`config.mk`:
```
export PLATFORM = sky130hd
export DESIGN_NAME = pc_fetch_unit_flat
export DESIGN_NICKNAME = d
export VERILOG_FILES = /design/src/rtl/pc_fetch_if.sv /design/src/rtl/pc_fetch_unit.sv /design/src/flat_wrapper.sv
export SDC_FILE = /design/constraint.sdc
export NUM_CORES = 1
export LEC_CHECK = 0
export BUFFER_PORTS_ARGS = -buffer_cell sky130_fd_sc_hd__buf_2
export CORE_ASPECT_RATIO = 1.25
export CORE_UTILIZATION = 44
export DETAILED_ROUTE_END_ITERATION = 10
export PLACE_DENSITY_LB_ADDON = 0.08
export RECOVER_POWER = 25
export SYNTH_ARGS = -nofsm -noshare
export SYNTH_HDL_FRONTEND = slang
export SYNTH_SLANG_ARGS = --single-unit
```
`constraint.sdc`:
```
create_clock -name clk -period 2 [get_ports clk]
set_input_delay 0.1 -clock clk [delete_from_list [all_inputs] [get_ports clk]]
set_output_delay 0.1 -clock clk [all_outputs]
set_load 0.1 [all_outputs]
```
`src/rtl/pc_fetch_if.sv`:
```
// Bundle of the fetch unit's branch-unit, instruction-memory and decode
// signals. The master side is the fetch unit; the slave side is everything
// around it (branch unit, imem, decode).
//
// Handshakes (valid/ready):
//   - imem: imem_req stays high for the whole wait. imem_valid qualifies
//     imem_rdata and is only accepted while a request is outstanding.
//   - decode: instr_valid stays high, with instr held stable, until the
//     first cycle that instr_ready is also high.
//   - execute: pc_update qualifies nextAddr and halt for one cycle, and is
//     only taken while an instruction is executing.
interface pc_fetch_if;
  logic [31:0] nextAddr;
  logic        pc_update;
  logic        halt;
  logic [31:0] imem_rdata;
  logic        imem_valid;
  logic        instr_ready;
  logic [31:0] nextPC;
  logic [31:0] pc;
  logic        imem_req;
  logic [31:0] imem_addr;
  logic [31:0] instr;
  logic        instr_valid;
  logic        halted;
  logic [1:0]  fault;
  logic [31:0] retired;

  modport master (
    input  nextAddr, pc_update, halt, imem_rdata, imem_valid, instr_ready,
    output nextPC, pc, imem_req, imem_addr, instr, instr_valid, halted,
           fault, retired
  );

  modport slave (
    output nextAddr, pc_update, halt, imem_rdata, imem_valid, instr_ready,
    input  nextPC, pc, imem_req, imem_addr, instr, instr_valid, halted,
           fault, retired
  );
endinterface

```
`src/rtl/pc_fetch_unit.sv`:
```
// Program counter and single-outstanding instruction fetch sequencer.
// One instruction in flight at a time: fetch, present to decode, wait for
// execute to resolve it, then fetch the next one. All outputs come from
// registers; nextPC is decoded from the pc register only.
module pc_fetch_unit #(
  parameter logic [31:0] RESET_PC     = 32'h0000_0000,
  parameter int          PC_INC       = 4,
  parameter int          IMEM_TIMEOUT = 255
) (
  input  logic              clk,
  input  logic              rst,
  pc_fetch_if.master        bus,
  output logic [2:0]        state_o
);

  typedef enum logic [2:0] {
    S_RESET = 3'd0,
    S_FETCH = 3'd1,
    S_ISSUE = 3'd2,
    S_EXEC  = 3'd3,
    S_HALT  = 3'd4
  } state_t;

  localparam logic [1:0]  FAULT_NONE    = 2'b00;
  localparam logic [1:0]  FAULT_ALIGN   = 2'b01;
  localparam logic [1:0]  FAULT_TIMEOUT = 2'b10;
  localparam logic [31:0] INC           = 32'(PC_INC);
  localparam logic [15:0] TMO_LAST      = 16'(IMEM_TIMEOUT - 1);

  state_t      state_q;
  logic [31:0] pc_q;
  logic [31:0] instr_q;
  logic        instr_valid_q;
  logic        imem_req_q;
  logic        halted_q;
  logic [1:0]  fault_q;
  logic [31:0] retired_q;
  logic [15:0] tmo_cnt_q;

  logic [31:0] retired_d;
  logic        misaligned;

  // Saturating retire count and target alignment check, from registers and
  // the execute-stage inputs; only consumed on a pc_update in S_EXEC.
  assign retired_d  = (retired_q == 32'hFFFF_FFFF) ? retired_q : retired_q + 32'd1;
  assign misaligned = (PC_INC == 4) && (bus.nextAddr[1:0] != 2'b00);

  // Main sequencer: state plus every registered output.
  always_ff @(posedge clk) begin
    if (rst) begin
      state_q       <= S_RESET;
      pc_q          <= RESET_PC;
      instr_q       <= 32'd0;
      instr_valid_q <= 1'b0;
      imem_req_q    <= 1'b0;
      halted_q      <= 1'b0;
      fault_q       <= FAULT_NONE;
      retired_q     <= 32'd0;
      tmo_cnt_q     <= 16'd0;
    end else begin
      case (state_q)
        S_RESET: begin
          state_q    <= S_FETCH;
          imem_req_q <= 1'b1;
          tmo_cnt_q  <= 16'd0;
        end
        S_FETCH: begin
          // A response in the last allowed cycle still counts as on time.
          if (bus.imem_valid) begin
            instr_q       <= bus.imem_rdata;
            tmo_cnt_q     <= 16'd0;
            imem_req_q    <= 1'b0;
            instr_valid_q <= 1'b1;
            state_q       <= S_ISSUE;
          end else if (tmo_cnt_q == TMO_LAST) begin
            fault_q    <= FAULT_TIMEOUT;
            imem_req_q <= 1'b0;
            halted_q   <= 1'b1;
            state_q    <= S_HALT;
          end else begin
            tmo_cnt_q <= tmo_cnt_q + 16'd1;
          end
        end
        S_ISSUE: begin
          if (bus.instr_ready) begin
            instr_valid_q <= 1'b0;
            state_q       <= S_EXEC;
          end
        end
        S_EXEC: begin
          if (bus.pc_update) begin
            retired_q <= retired_d;
            pc_q      <= bus.nextAddr;
            // Misalignment outranks halt so the fault is never lost.
            if (misaligned) begin
              fault_q  <= FAULT_ALIGN;
              halted_q <= 1'b1;
              state_q  <= S_HALT;
            end else if (bus.halt) begin
              halted_q <= 1'b1;
              state_q  <= S_HALT;
            end else begin
              imem_req_q <= 1'b1;
              tmo_cnt_q  <= 16'd0;
              state_q    <= S_FETCH;
            end
          end
        end
        S_HALT: begin
          halted_q <= 1'b1;
        end
        default: begin
          state_q <= S_RESET;
        end
      endcase
    end
  end

  assign bus.nextPC      = pc_q + INC;
  assign bus.pc          = pc_q;
  assign bus.imem_addr   = pc_q;
  assign bus.imem_req    = imem_req_q;
  assign bus.instr       = instr_q;
  assign bus.instr_valid = instr_valid_q;
  assign bus.halted      = halted_q;
  assign bus.fault       = fault_q;
  assign bus.retired     = retired_q;
  assign state_o         = state_q;

endmodule

```
`src/flat_wrapper.sv`:
```
// flat-port wrapper written by rule: the top's interface ports become plain ports
module pc_fetch_unit_flat 
#(
  parameter logic [31:0] RESET_PC     = 32'h0000_0000,
  parameter int          PC_INC       = 4,
  parameter int          IMEM_TIMEOUT = 255
)
  (clk, rst, state_o, bus_nextAddr, bus_pc_update, bus_halt, bus_imem_rdata, bus_imem_valid, bus_instr_ready, bus_nextPC, bus_pc, bus_imem_req, bus_imem_addr, bus_instr, bus_instr_valid, bus_halted, bus_fault, bus_retired);
  pc_fetch_if bus_i ();
  input  logic clk;
  input  logic rst;
  output logic [2:0] state_o;
  input wire logic [$bits(bus_i.nextAddr)-1:0] bus_nextAddr;
  input wire logic [$bits(bus_i.pc_update)-1:0] bus_pc_update;
  input wire logic [$bits(bus_i.halt)-1:0] bus_halt;
  input wire logic [$bits(bus_i.imem_rdata)-1:0] bus_imem_rdata;
  input wire logic [$bits(bus_i.imem_valid)-1:0] bus_imem_valid;
  input wire logic [$bits(bus_i.instr_ready)-1:0] bus_instr_ready;
  output wire logic [$bits(bus_i.nextPC)-1:0] bus_nextPC;
  output wire logic [$bits(bus_i.pc)-1:0] bus_pc;
  output wire logic [$bits(bus_i.imem_req)-1:0] bus_imem_req;
  output wire logic [$bits(bus_i.imem_addr)-1:0] bus_imem_addr;
  output wire logic [$bits(bus_i.instr)-1:0] bus_instr;
  output wire logic [$bits(bus_i.instr_valid)-1:0] bus_instr_valid;
  output wire logic [$bits(bus_i.halted)-1:0] bus_halted;
  output wire logic [$bits(bus_i.fault)-1:0] bus_fault;
  output wire logic [$bits(bus_i.retired)-1:0] bus_retired;
  assign bus_i.nextAddr = bus_nextAddr;
  assign bus_i.pc_update = bus_pc_update;
  assign bus_i.halt = bus_halt;
  assign bus_i.imem_rdata = bus_imem_rdata;
  assign bus_i.imem_valid = bus_imem_valid;
  assign bus_i.instr_ready = bus_instr_ready;
  assign bus_nextPC = bus_i.nextPC;
  assign bus_pc = bus_i.pc;
  assign bus_imem_req = bus_i.imem_req;
  assign bus_imem_addr = bus_i.imem_addr;
  assign bus_instr = bus_i.instr;
  assign bus_instr_valid = bus_i.instr_valid;
  assign bus_halted = bus_i.halted;
  assign bus_fault = bus_i.fault;
  assign bus_retired = bus_i.retired;
  pc_fetch_unit #(.RESET_PC(RESET_PC), .PC_INC(PC_INC), .IMEM_TIMEOUT(IMEM_TIMEOUT)) u_core (.clk(clk), .rst(rst), .bus(bus_i), .state_o(state_o));
endmodule
```
==> flow_summary.ini <==
[yosys]
synth_area_per_cell_sq_um = 7.746
yosys-top-cells-area = dfxtp_1 41%, nand2_1 11%, a21oi_1 8.1%, xnor2_1 4.5%, buf_4 4.3%
synthAdderAreaFrac_pct = 0.8512
yosys.area.top_type_share_pct = 40.86
synth_largest_area_cell = dfxtp_1
synth_mux_area_share_pct = 0
synth_cell_types = 51
synth_top_family_by_area = simple AND/OR/NAND/NOR gates
ys_ff_latch = 120
syn_inst = 759
synth_compound_area_share_pct = 16.02
synthSimpleGateAreaFrac_pct = 28.15
async_flop_share_pct = 0
synthFlopType = dfxtp_1
synth_xor_xnor_area_share_pct = 6.257
ys_seq_area_share_pct = 40.86
syn_nets = 833
synth_area_sq_um = 5879
synth_edf_count = 0
ys_warn_count = 0

[global_route]
grt_pass1_vias = 6778
grt_util_all_layers_pct = 30.44
overflow = 0
grt_pass1_wl_um = 33520
antenna_found_initial = 0
grt_max_degree = 57

[power_and_ir_drop]
p_comb_share_pct = 20.3
max-vdd-ir-drop_mv = 0.5520
total_leakage_power_uw = 0.004055
p_seq_share_pct = 34.9
p_int_uw = 4867
power_density_nw_per_um2 = 704.9
switching_share_pct = 31.18
p_sw_uw = 2206
clockPowerShare_pct = 44.8

[cts]
h-tree-depth = 4
clkTransAtPathRegs_ps = 50
cts_buffers = 17
cts_tree = yes
cts_buffer_depth = 2
cts.sinks = 120
clkLatencyLatePin_ps = 410
cts-root-buf = clkbuf_16

[job]
drv_cap = 0

[worst_setup_path]
cp_top_family = simple AND/OR/NAND/NOR gates
slowest_stage = or3_4
start_kind = flop
crit_required_ps = 1900
worst-path-buf-inv = 2
max_stage_delay_ps = 380
reg2reg_to = u_core.state_o[2]
cp-end-kind = primary output
cp_cell_sequence = nand4_1, or3_4, or3_4, buf_12, nor2_4, xor2_4, buf_12
cp.arrival_ps = 2300
rr_worst_depth = 5
timing.reg2reg.setup_slack_ps = -80
reg2reg_from = u_core.state_o[0]
crit_fanout = 4
path_class = flop to primary output

[drt]
drc_errors = 0
vias = 7075
post_drt_wl_per_cell_um = 17.55
top_layer_used = met4
drt_wl_total_um = 22260
drt-vias-per-instance = 5.580
drtIter0Drc = 325
wl_met3_um = 1156
wl_met2_um = 12060
ant_nets = 0
first_pass_iters = 5
m1WireLength_um = 8329

[timing]
holdWs_ps = 88.38
period_share_pct = 120.0
hold_violations = 0
fmax_mhz = 416.5
layout_min_cycle_time_ps = 2401
tightest_slew_ps = 1216
relSlewSlack_pct = 19.31
fin_ws_ps = -400.8
rsz0062_at_grt = yes
slew_viol_final = 0
clock_skew_ps = 6.965
setup_viol = 24
fin_tns_setup_ps = -5842

[cells_and_area]
nFillCells = 846
stdcell_count = 1268
layout-drive-gt1-share_pct = 39.73
finalNetCount = 1161
antenna_cells = 0
final_common_cell = nand2_1
syn_to_final_growth_pct = 70.65
final_cell_mix = 164 x nand2_1, 147 x buf_2, 95 x a21oi_1, 69 x buf_4, 64 x dlygate4sd3_1

[floorplan]
start_util_pct = 45.81
die_h_um = 131.2
rows = 46
core_area_sq_um = 12830
chipWidth_um = 105.4
io_pins = 238
dieArea_sq_um = 13830

[hold_path]
holdCritStartpoint = bus_instr_ready
hold_class = primary input to flop
min_to = u_core.bus.instr_valid
hold_depth = 3

[place]
io_buffers = 237
dp.cells = 1158
dp_hpwl_um = 14430
dp_slack_ps = -2.410
gp_congestion = 0.9146

[status]
violations = setup timing
status = finished with violations
flip-flops by register name, indices dropped and copies added (netlist names):
| name | flops |
|---|---|
| u_core.bus.instr | 32 |
| u_core.state_o | 3 |
| u_core.bus.imem_req | 1 |
| u_core.bus.halted | 1 |
| u_core.bus.retired | 32 |
| u_core.bus.instr_valid | 1 |
| u_core.tmo_cnt_q | 16 |
| u_core.bus.fault | 2 |
| u_core.bus.imem_addr | 32 |
through the flow:
stage          utilization [%]  power [uW]  cell area, sq um
2_1_floorplan                -        3511              6734
3_3_place_gp             66.40        3812              8522
3_5_place_dp             66.40        3836              8522
4_1_cts                  77.69        7082              9971
5_1_grt                  78.17        7286             10030
6_report                 78.17        7073             10030
cells by family after synthesis:
logic type	count (synthesis)
AO/OA/AOI/OAI	163
buffers and inverters	87
XOR/XNOR	42
AND/OR/NAND/NOR	343
flip-flops	120
adder cells (fa/ha/maj)	4
layer usage:
metal | up-vias | global-route usage (%)
met5 | - | 0
met4 | 0 | 15.02
met3 | 60 | 5.456
met2 | 328 | 56.54
met1 | 3404 | 32.54
li1 | 3283 | -
worst max-delay path by stage:
stage / start / endpoint / slack (ps) / cells past startpoint
floorplan: u_core.bus.imem_addr[8] / bus_nextPC[31] / -570 / 5
global placement: u_core.bus.imem_addr[2] / bus_nextPC[30] / 40 / 8
detailed placement: u_core.bus.imem_addr[2] / bus_nextPC[30] / -2 / 8
CTS: u_core.bus.imem_addr[5] / bus_nextPC[25] / -370 / 7
global route: u_core.bus.imem_addr[8] / bus_nextPC[31] / -460 / 6
finish: u_core.bus.imem_addr[8] / bus_nextPC[25] / -400 / 7
Yosys cell counts, drive strengths merged, types with 6 or more instances:
cell type and n:
a21oi 95, a31oi 7, and2 6, and3 9, and4 7, buf 40, clkbuf 30, dfxtp 120
inv 17, nand2 169, nand3 30, nand4 16, nor2 39, nor3 15, nor4 12, o21ai 27
o31ai 8, or3 16, or4 9, xnor2 30, xor2 12
area by class of cell:
type | instances | area (sq um) | share of cell area (%)
sequential | 120 | 2613 | 26.04
clock inverter | 3 | 15.01 | 0.1496
clock buffer | 29 | 616.8 | 6.148
inverter | 17 | 63.81 | 0.6360
tap | 168 | 210.2 | 2.095
multi-input combinational | 552 | 3790 | 37.77
timing repair buffer | 379 | 2725 | 27.16
power by group through the flow:
stage	Combinational (uW)	Sequential [uW]	Clock [uW]
3_5_place_dp	1320	2520	0
5_1_grt	1490	2480	3320
4_1_cts	1430	2470	3190
2_1_floorplan	471	3040	0
3_3_place_gp	1300	2510	0
6_report	1440	2470	3170
what timing repair did:
action                                  in CTS  in global routing
endpoints found under the hold margin       64                  0
endpoints found under the setup margin      22                 45
resized for setup                           27                 25
setup buffers                               10                  5
hold buffers                                64                  0
pin swaps                                   17                 17
worst reg2reg max path, delay by kind of cell (launching register included):
family	cells	cell delay [ps]
buffers and inverters	1	390
AOI/OAI and AO/OA	3	680
DFF	1	360
and+or+nand+nor	1	520
(Power assumes the default switching activity.)
